--- src/rtl/alarm_pkg.sv ---
// Shared types, BCD limits and BCD helpers for the alarm timekeeper.
package alarm_pkg;

   typedef enum logic [1:0] {
      IDLE   = 2'd0,
      RING   = 2'd1,
      SNOOZE = 2'd2
   } alarm_state_e;

   localparam logic [7:0] BCD_MAX_SEC  = 8'h59;
   localparam logic [7:0] BCD_MAX_MIN  = 8'h59;
   localparam logic [7:0] BCD_MAX_HOUR = 8'h23;

   // True when hh:mm is a legal BCD time of day (every digit 0-9, hh<=23, mm<=59).
   function automatic logic bcd_valid(input logic [7:0] hh, input logic [7:0] mm);
      logic digits_ok;
      digits_ok = (hh[7:4] <= 4'd9) && (hh[3:0] <= 4'd9) &&
                  (mm[7:4] <= 4'd9) && (mm[3:0] <= 4'd9);
      return digits_ok && (hh <= BCD_MAX_HOUR) && (mm <= BCD_MAX_MIN);
   endfunction

   // Two-digit BCD increment that wraps to 00 after max_bcd.
   function automatic logic [7:0] bcd_inc(input logic [7:0] val, input logic [7:0] max_bcd);
      logic [7:0] res;
      if (val == max_bcd) begin
         res = 8'h00;
      end else if (val[3:0] == 4'd9) begin
         res = {val[7:4] + 4'd1, 4'd0};
      end else begin
         res = {val[7:4], val[3:0] + 4'd1};
      end
      return res;
   endfunction

endpackage

--- src/rtl/bcd_mod_counter.sv ---
// Two-digit BCD modulo counter (00..MAX_BCD) with synchronous load.
// carry flags the increment that wraps MAX_BCD back to 00, so counters chain.
module bcd_mod_counter
   import alarm_pkg::*;
#(
   parameter logic [7:0] MAX_BCD = 8'h59
) (
   input  logic       clk,
   input  logic       rst,
   input  logic       inc,
   input  logic       load,
   input  logic [7:0] load_val,
   output logic [7:0] q,
   output logic       carry
);

   logic [7:0] q_q;
   logic [7:0] q_d;

   // Next value: a load overrides an increment in the same cycle.
   always_comb begin
      q_d = q_q;
      if (load) begin
         q_d = load_val;
      end else if (inc) begin
         q_d = bcd_inc(q_q, MAX_BCD);
      end
   end

   // Count register.
   always_ff @(posedge clk) begin
      if (rst) begin
         q_q <= 8'h00;
      end else begin
         q_q <= q_d;
      end
   end

   assign q     = q_q;
   assign carry = inc & ~load & (q_q == MAX_BCD);

endmodule

--- src/rtl/alarm_timekeeper.sv ---
// BCD time-of-day keeper with an alarm that rings, snoozes and times out.
// tick_in is a slow divided clock treated purely as data: each rising edge
// seen in the I_CLK domain advances the time by one second.
module alarm_timekeeper
   import alarm_pkg::*;
#(
   parameter int RING_SECS   = 60,
   parameter int SNOOZE_SECS = 300
) (
   input  logic       I_CLK,
   input  logic       rst,
   input  logic       tick_in,
   input  logic       set_time,
   input  logic       set_alarm,
   input  logic [7:0] set_hh,
   input  logic [7:0] set_mm,
   input  logic       alarm_en,
   input  logic       snooze,
   input  logic       stop,
   output logic [7:0] hh,
   output logic [7:0] mm,
   output logic [7:0] ss,
   output logic       sec_pulse,
   output logic       ringing
);

   localparam int RW = $clog2(RING_SECS + 1);
   localparam int SW = $clog2(SNOOZE_SECS + 1);
   localparam logic [RW-1:0] RING_LAST = RW'(RING_SECS - 1);
   localparam logic [SW-1:0] SNZ_LOAD  = SW'(SNOOZE_SECS);

   logic          tick_q;
   logic          rise;
   logic          set_ok;
   logic          time_load;
   logic          alarm_load;
   logic          inc_ss;
   logic          ss_carry;
   logic          mm_carry;
   logic          hh_carry;
   logic [7:0]    mm_nx;
   logic [7:0]    hh_nx;
   logic          alarm_hit;
   logic          cancel;

   logic [7:0]    alarm_hh_q;
   logic [7:0]    alarm_mm_q;

   alarm_state_e  state_q;
   alarm_state_e  state_d;
   logic [RW-1:0] ring_cnt_q;
   logic [RW-1:0] ring_cnt_d;
   logic [SW-1:0] snz_cnt_q;
   logic [SW-1:0] snz_cnt_d;

   // Tick history for edge detection; resets high so a tick held high
   // across reset release is not mistaken for a new second.
   always_ff @(posedge I_CLK) begin
      if (rst) begin
         tick_q <= 1'b1;
      end else begin
         tick_q <= tick_in;
      end
   end

   assign rise      = tick_in & ~tick_q & ~rst;
   assign sec_pulse = rise;

   // A valid set command wins over a coincident second; that second is lost.
   assign set_ok     = bcd_valid(set_hh, set_mm);
   assign time_load  = set_time & set_ok;
   assign alarm_load = set_alarm & set_ok;
   assign inc_ss     = rise & ~time_load;

   bcd_mod_counter #(.MAX_BCD(BCD_MAX_SEC)) u_ss (
      .clk      (I_CLK),
      .rst      (rst),
      .inc      (inc_ss),
      .load     (time_load),
      .load_val (8'h00),
      .q        (ss),
      .carry    (ss_carry)
   );

   bcd_mod_counter #(.MAX_BCD(BCD_MAX_MIN)) u_mm (
      .clk      (I_CLK),
      .rst      (rst),
      .inc      (ss_carry),
      .load     (time_load),
      .load_val (set_mm),
      .q        (mm),
      .carry    (mm_carry)
   );

   bcd_mod_counter #(.MAX_BCD(BCD_MAX_HOUR)) u_hh (
      .clk      (I_CLK),
      .rst      (rst),
      .inc      (mm_carry),
      .load     (time_load),
      .load_val (set_hh),
      .q        (hh),
      .carry    (hh_carry)
   );

   // Alarm time register; loaded independently of (and possibly together with) the time.
   always_ff @(posedge I_CLK) begin
      if (rst) begin
         alarm_hh_q <= 8'h00;
         alarm_mm_q <= 8'h00;
      end else if (alarm_load) begin
         alarm_hh_q <= set_hh;
         alarm_mm_q <= set_mm;
      end
   end

   // The alarm fires on the second that rolls into alarm_hh:alarm_mm:00.
   // ss_carry already implies an accepted tick with ss at 59, so the next
   // ss is 00 and only hh:mm after the carry chain needs comparing.
   always_comb begin
      mm_nx = ss_carry ? bcd_inc(mm, BCD_MAX_MIN) : mm;
      if (hh_carry) begin
         hh_nx = 8'h00;
      end else if (mm_carry) begin
         hh_nx = bcd_inc(hh, BCD_MAX_HOUR);
      end else begin
         hh_nx = hh;
      end
      alarm_hit = ss_carry & (hh_nx == alarm_hh_q) & (mm_nx == alarm_mm_q);
   end

   assign cancel = stop | ~alarm_en;

   // FSM registers: state plus ring-elapsed and snooze-remaining counters.
   always_ff @(posedge I_CLK) begin
      if (rst) begin
         state_q    <= IDLE;
         ring_cnt_q <= '0;
         snz_cnt_q  <= '0;
      end else begin
         state_q    <= state_d;
         ring_cnt_q <= ring_cnt_d;
         snz_cnt_q  <= snz_cnt_d;
      end
   end

   // FSM next state: cancel beats snooze, snooze beats the second timers.
   always_comb begin
      state_d    = state_q;
      ring_cnt_d = ring_cnt_q;
      snz_cnt_d  = snz_cnt_q;
      unique case (state_q)
         IDLE: begin
            ring_cnt_d = '0;
            if (!cancel && alarm_hit) begin
               state_d = RING;
            end
         end
         RING: begin
            if (cancel) begin
               state_d    = IDLE;
               ring_cnt_d = '0;
            end else if (snooze) begin
               state_d    = SNOOZE;
               snz_cnt_d  = SNZ_LOAD;
               ring_cnt_d = '0;
            end else if (rise) begin
               if (ring_cnt_q == RING_LAST) begin
                  state_d    = IDLE;
                  ring_cnt_d = '0;
               end else begin
                  ring_cnt_d = ring_cnt_q + RW'(1);
               end
            end
         end
         SNOOZE: begin
            if (cancel) begin
               state_d   = IDLE;
               snz_cnt_d = '0;
            end else if (rise) begin
               if (snz_cnt_q == SW'(1)) begin
                  state_d    = RING;
                  ring_cnt_d = '0;
                  snz_cnt_d  = '0;
               end else begin
                  snz_cnt_d = snz_cnt_q - SW'(1);
               end
            end
         end
         default: begin
            state_d    = IDLE;
            ring_cnt_d = '0;
            snz_cnt_d  = '0;
         end
      endcase
   end

   assign ringing = (state_q == RING);

endmodule

--- config.mk ---
export PLATFORM = sky130hd
export DESIGN_NAME = alarm_timekeeper
export DESIGN_NICKNAME = d
export VERILOG_FILES = /design/src/rtl/alarm_pkg.sv /design/src/rtl/bcd_mod_counter.sv /design/src/rtl/alarm_timekeeper.sv
export SDC_FILE = /design/constraint.sdc
export NUM_CORES = 1
export LEC_CHECK = 0
export CAP_MARGIN = 20
export CORE_ASPECT_RATIO = 2
export CORE_UTILIZATION = 30
export DETAILED_ROUTE_END_ITERATION = 12
export PLACE_DENSITY = 0.57
export SYNTH_ARGS = -nofsm -noshare
export SYNTH_HDL_FRONTEND = slang
export SYNTH_SLANG_ARGS = --single-unit
--- constraint.sdc ---
create_clock -name I_CLK -period 3.75 [get_ports I_CLK]
set_input_delay 0.75 -clock I_CLK [delete_from_list [all_inputs] [get_ports I_CLK]]
set_output_delay 0.75 -clock I_CLK [all_outputs]
set_load 0.02 [all_outputs]
After elaboration in Yosys (flattened, before gate mapping)
Index checks and enable logic that the tools add are counted.
{"block": "totals", "word_cells": 113, "output_inout_bits": 26, "register_bits": 58}
{"block": "classes", "n_eq_ne": 22, "n_addsub": 8, "reduce_logical": 14, "order_cmp": 6, "n_bitwise": 19, "muxes": 34}
{"cell": "$mux W8", "n": 11}
{"cell": "$mux W9", "n": 5}
{"cell": "$mux W6", "n": 7}
{"cell": "$pmux W9 S3", "n": 1}
{"cell": "$add A4 B1 Y4 const B", "n": 6}
{"cell": "$eq A8 B7 Y1 const B", "n": 2}
{"cell": "$eq A8 B8 Y1", "n": 2}
{"cell": "$le A4 B4 Y1 const B", "n": 4}
{"cell": "$mux W2", "n": 8}
{"cell": "$and A1 B1 Y1", "n": 13}
{"cell": "$eq A4 B4 Y1 const B", "n": 3}
{"cell": "$ne A2 B2 Y1 const B", "n": 6}
{"cell": "$pmux W6 S2", "n": 1}
{"cell": "$eq A9 B1 Y1 const B", "n": 1}
{"cell": "$sub A9 B1 Y9 const B", "n": 1}
{"cell": "$eq A8 B6 Y1 const B", "n": 1}
{"cell": "$le A8 B6 Y1 const B", "n": 1}
{"cell": "$le A8 B7 Y1 const B", "n": 1}
{"cell": "$ne A4 B2 Y1 const B", "n": 2}
{"cell": "$reduce_and A4 Y1", "n": 2}
{"cell": "$add A6 B1 Y6 const B", "n": 1}
{"cell": "$eq A6 B6 Y1 const B", "n": 1}
{"cell": "$logic_and A1 B1 Y1", "n": 6}
{"cell": "$ne A3 B3 Y1 const B", "n": 2}
{"cell": "other kinds (11)", "n": 15}

Logic depth before layout (Yosys ltp)
{"block": "logic_depth", "ltp_word": 22, "ltp_mapped": 13, "depth_no_buf": 11}

Cells and area by module
From an unflattened synthesis, not the netlist that was laid out.
{"block": "hier_totals", "cells_unflattened": 516, "hier_area_um2": 4221.5}
{"mod": "alarm_timekeeper", "cells_per_inst": 325, "n_inst": 1, "area_per_inst_um2": 2620.0, "seq_area_each_um2": 680.7}
{"mod": "bcd_mod_counter (u_hh)", "cells_per_inst": 63, "n_inst": 1, "area_per_inst_um2": 548.0, "seq_area_each_um2": 160.2}
{"mod": "bcd_mod_counter (u_ss)", "cells_per_inst": 63, "n_inst": 1, "area_per_inst_um2": 529.3, "seq_area_each_um2": 160.2}
{"mod": "bcd_mod_counter (u_mm)", "cells_per_inst": 65, "n_inst": 1, "area_per_inst_um2": 524.3, "seq_area_each_um2": 160.2}

Worst setup path before layout
No wires, ideal clock.
{"block": "synth_timing", "path_kind": "in2reg", "startpoint": "input rst", "endpoint": "register state_q[1]", "setup_time_ns": 0.072, "slack_ns": 0.861, "stages": 11, "arrival_time_ns": 2.817, "path_cell_list": "or3b_1 -> buf_6 -> clkinv_8 -> nand3_1 -> a2111oi_2 -> mux2i_1 -> xnor2_1 -> a31oi_1 -> nand4_1 -> o22ai_2 -> mux2i_1"}
{"block": "synth_via", "elab_chain_len": 16, "elab_cells_between_ends": 21}
{"element": "start, declared", "line_no": "alarm_timekeeper.sv:11", "rtl": "input logic rst,"}
{"element": "$not A1 Y1 *", "line_no": "alarm_timekeeper.sv:66", "rtl": "assign rise = tick_in & ~tick_q & ~rst;"}
{"element": "$and A1 B1 Y1 *", "line_no": "alarm_timekeeper.sv:66"}
{"element": "net sec_pulse", "line_no": "alarm_timekeeper.sv:23", "rtl": "output logic sec_pulse,"}
{"element": "$and A1 B1 Y1", "line_no": "alarm_timekeeper.sv:73", "rtl": "assign inc_ss = rise & ~time_load;"}
{"element": "$and A1 B1 Y1 (6 in a row)", "line_no": "bcd_mod_counter.sv:40", "rtl": "assign carry = inc & ~load & (q_q == MAX_BCD);"}
{"element": "$mux W8", "line_no": "alarm_timekeeper.sv:121", "rtl": "if (hh_carry) begin"}
{"element": "$eq A8 B8 Y1", "line_no": "alarm_timekeeper.sv:128", "rtl": "alarm_hit = ss_carry & (hh_nx == alarm_hh_q) & (mm_nx == alarm_mm_q);"}
{"element": "$and A1 B1 Y1 (2 in a row)", "line_no": "alarm_timekeeper.sv:128"}
{"element": "$logic_and A1 B1 Y1", "line_no": "alarm_timekeeper.sv:154", "rtl": "if (!cancel && alarm_hit) begin"}
{"element": "$ne A2 B2 Y1 (no source line)"}
{"element": "$reduce_and A5 Y1 (no source line) *"}
{"element": "end signal, assigned", "line_no": "alarm_timekeeper.sv:140", "rtl": "state_q <= state_d;"}
{"element": "end, declared", "line_no": "alarm_timekeeper.sv:49", "rtl": "alarm_state_e state_q;"}
The timed path passes the listed nets; every way through them passes the cells marked *.
A chain may end at the register's enable or synchronous reset.

Final worst setup path
{"block": "layout_timing", "startpoint": "input set_mm[6]", "endpoint": "register state_q[0]"}
{"block": "layout_via", "elab_chain_len": 21, "elab_cells_between_ends": 25}
{"element": "start, declared", "line_no": "alarm_timekeeper.sv:16", "rtl": "input logic [7:0] set_mm,"}
{"element": "$le A4 B4 Y1", "line_no": "alarm_pkg.sv:18", "rtl": "(mm[7:4] <= 4'd9) && (mm[3:0] <= 4'd9);"}
{"element": "$logic_and A1 B1 Y1", "line_no": "alarm_pkg.sv:17", "rtl": "digits_ok = (hh[7:4] <= 4'd9) && (hh[3:0] <= 4'd9) &&"}
{"element": "$logic_and A1 B1 Y1", "line_no": "alarm_pkg.sv:18"}
{"element": "$logic_and A1 B1 Y1", "line_no": "alarm_pkg.sv:19", "rtl": "return digits_ok && (hh <= BCD_MAX_HOUR) && (mm <= BCD_MAX_MIN);"}
{"element": "$logic_and A1 B1 Y1 *", "line_no": "alarm_pkg.sv:19"}
{"element": "$and A1 B1 Y1 *", "line_no": "alarm_timekeeper.sv:71", "rtl": "assign time_load = set_time & set_ok;"}
{"element": "$not A1 Y1 *", "line_no": "bcd_mod_counter.sv:40, alarm_timekeeper.sv:73"}
{"element": "$and A1 B1 Y1", "line_no": "alarm_timekeeper.sv:73"}
{"element": "$and A1 B1 Y1 (6 in a row)", "line_no": "bcd_mod_counter.sv:40"}
{"element": "$mux W8", "line_no": "alarm_timekeeper.sv:121"}
{"element": "$eq A8 B8 Y1", "line_no": "alarm_timekeeper.sv:128"}
{"element": "$and A1 B1 Y1", "line_no": "alarm_timekeeper.sv:128"}
{"element": "$and A1 B1 Y1 *", "line_no": "alarm_timekeeper.sv:128"}
{"element": "$logic_and A1 B1 Y1 *", "line_no": "alarm_timekeeper.sv:154"}
{"element": "$ne A2 B2 Y1 (no source line) *"}
{"element": "$reduce_and A5 Y1 (no source line) *"}
Mark *: on every way between the ends. The rest lies on a longest branch, timed or not.

==> impl_metrics.ini <==
[run_status]
outcome = complete, no violations

[yosys]
yosys.area.top_type = dfxtp_1
synth_area_leaders = dfxtp_1, ha_1, nand2_1
synth.distinct_cells = 56
synth_edf_count = 0
netlist_instances = 430
synth-main-ff-cell = dfxtp_1
synth_top_area_share_pct = 33.61
synth.avg_cell_area_um2 = 8.034
ys_async_sr_fraction_pct = 0
syn_nets = 473
synth_common_cells = dfxtp_1, nand2_1, nor2_1, a21oi_1, o21ai_0
yosysWarnings = 0
yosysMostFrequentCell = dfxtp_1
syn_area_um2 = 3455
synth-seq-area-share_pct = 33.61
ys_seq_elements = 58

[worst_setup_path]
critPathCaptureType = flop
reg2reg_from = u_mm.q[0]$_SDFF_PP0_
start_kind = input pin
startpoint = set_mm[6]
crit_fanout = 5
cp_data_required_time_ns = 4.01
r2r-end = state_q[0]$_SDFFE_PP0P_
critPathMaxStageDelay_ns = 0.58
path_common_cell = mux2i_1
slowest_stage = a2111oi_2
cp.arrival_ns = 3.55
crit_chain = clkdlybuf4s50_1, a2111oi_2, nand3_1, buf_4, o211ai_2, mux2i_1, xnor2_1, nor4_2, nand4_1, o22ai_2, mux2i_1
reg2reg_depth = 11
path_class = input pin to flop
cp-endpoint = state_q[0]$_SDFFE_PP0P_
reg2reg_slack_ns = 0.84

[route]
drt_iter0_drc = 127
dr.pass1.iters = 4
viasPerCell = 5.165
final_antenna_net_count = 0
wl_um = 9739
drt_drc_violations_left = 0
wl_per_cell_um = 15.34
via_count = 3280

[timing]
fin_crit_ns = 3.297
worst_pin_slew_ns = 0.5277
slew_headroom_pct = 64.75
period_share_pct = 87.92
final.setup_skew_ns = 0.005822
rsz0062_at_grt = false
max_freq_mhz = 303.3
finalSetupTns_ns = 0
hold_viol = 0
maxSlewViolCount = 0
setup_viol = 0

[floorplanning]
io_pins = 50
start_util_pct = 30.61
core_um2 = 11290
std_cell_rows = 55
die_y_um = 153.8
die_w_um = 77.88
dieArea_um2 = 11970

[clocking]
hold_buffers = 0
clkLatencyLatePin_ns = 0.33
clkTransAtPathRegs_ns = 0.05
h-tree-depth = 3
cts-root-buf = clkbuf_16
postCtsResizedCells = 0
cts_tree = built
clkSinkCount = 58
clock_path_buffers = 2
numCtsBuffers = 9
post-cts-setup-buffers = 0

[power]
power.leakage_uw = 0.001574
power_density_nw_per_um2 = 335.8
power_uw = 1484
ir_worst_vdd_mv = 0.2013

[grt]
grt_use_total_pct = 17.38
antenna_found_initial = 0
grt_max_degree = 47
grt-ovfl-total = 0
grt_pass1_vias = 3292
grt_pass1_wl_um = 15950

[min_path]
hold_class = flop to flop

[job]
cap_violations = 0

[placed_design]
dp_hpwl_um = 7614
gp_congestion = 0.9369
port-buffer-count = 49

[cells_and_area]
syn_to_final_growth_pct = 27.92
multi_input_area_um2 = 2117
seqCellArea_um2 = 1161
fin_nets = 531
fill_cells = 1212
drive_gt1_share_pct = 8.722
antenna_cells = 0
## cell type report
cell class,instances,area share [%]
Inverter,19,1.897
Multi-Input combinational cell,337,47.90
Sequential cell,58,26.27
Timing Repair Buffer,63,13.48
Clock buffer,14,6.200
Clock inverter,2,0.2265
Tap cell,142,4.020
## state kept, by name, summed over array words and instances (netlist names)
signal and flops:
alarm_mm_q 8, state_q 2, u_hh.q 8, u_ss.q 8, u_mm.q 8, ring_cnt_q 6
tick_q 1, alarm_hh_q 8, snz_cnt_q 9
## stage by stage
step	utilization (%)	std cells	cell area [um2]	setup slack [ns]	hold WS (ns)
2_1_floorplan	-	430	3455	0.8612	0.4319
3_3_place_gp	36.64	619	4135	0.1389	0.4558
3_5_place_dp	36.64	619	4135	0.1716	0.4611
4_1_cts	39.16	635	4419	0.4926	0.4675
5_1_grt	39.16	635	4419	0.2147	0.4894
6_report	39.16	635	4419	0.4531	0.4654
## per-layer routing
layer / up-vias / track usage [%] / part of all wire (%)
met4: 0 / 9.973 / 3.8
met2: 62 / 33.92 / 57
met5: - / 0 / 0
met3: 26 / 2.849 / 2.4
met1: 1564 / 16.47 / 37
li1: 1628 / - / -
## worst min-delay path by stage
stage / from / endpoint / slack (ns) / depth (start not counted)
after global placement: snz_cnt_q[3]$_SDFFE_PP0P_ / snz_cnt_q[3]$_SDFFE_PP0P_ / 0.46 / 2
after detailed placement: alarm_mm_q[5]$_SDFFE_PP0P_ / alarm_mm_q[5]$_SDFFE_PP0P_ / 0.46 / 2
after global routing: snz_cnt_q[7]$_SDFFE_PP0P_ / snz_cnt_q[7]$_SDFFE_PP0P_ / 0.49 / 2
final: alarm_mm_q[5]$_SDFFE_PP0P_ / alarm_mm_q[5]$_SDFFE_PP0P_ / 0.47 / 2
after CTS: alarm_mm_q[5]$_SDFFE_PP0P_ / alarm_mm_q[5]$_SDFFE_PP0P_ / 0.47 / 2
after floorplan: snz_cnt_q[3]$_SDFFE_PP0P_ / snz_cnt_q[3]$_SDFFE_PP0P_ / 0.43 / 2
## power breakdown
part | internal (uW) | switching, uW | leakage, uW
Combinational | 40.7 | 44.5 | 0.000963
Sequential | 621 | 4.63 | 0.000468
Clock | 498 | 275 | 0.000143
Total | 1160 | 324 | 0.00157
## placed cells by master, fill, tap and decap left out, drive strengths merged, types with 8 or more instances in the layout
master / n
a21oi: 35
nor2: 55
nand4: 9
clkbuf: 14
mux2i: 8
xnor2: 13
o21ai: 25
inv: 18
xor2: 12
a211oi: 10
nor3: 15
nand3: 10
buf: 14
ha: 19
clkdlybuf4s50: 49
nand2: 55
nand2b: 8
dfxtp: 58
## cells by family (layout without fill, tap and decap cells)
family,count (synthesis),in the layout,share of synthesized area [%]
compound gates,95,95,18.65
xor+xnor,25,25,6.338
simple gates,190,190,27.09
buf+inv,35,98,5.107
flops,58,58,33.61
fa+ha+maj,19,19,6.882
mux,8,8,2.318
## critical path: cells and delay by family
family,cells,cell delay (ns)
simple gates,3,0.54
xor+xnor,1,0.14
mux,2,0.49
buf+inv,2,0.65
compound gates,3,0.99
No activity file was read; power rests on OpenSTA's default activity.
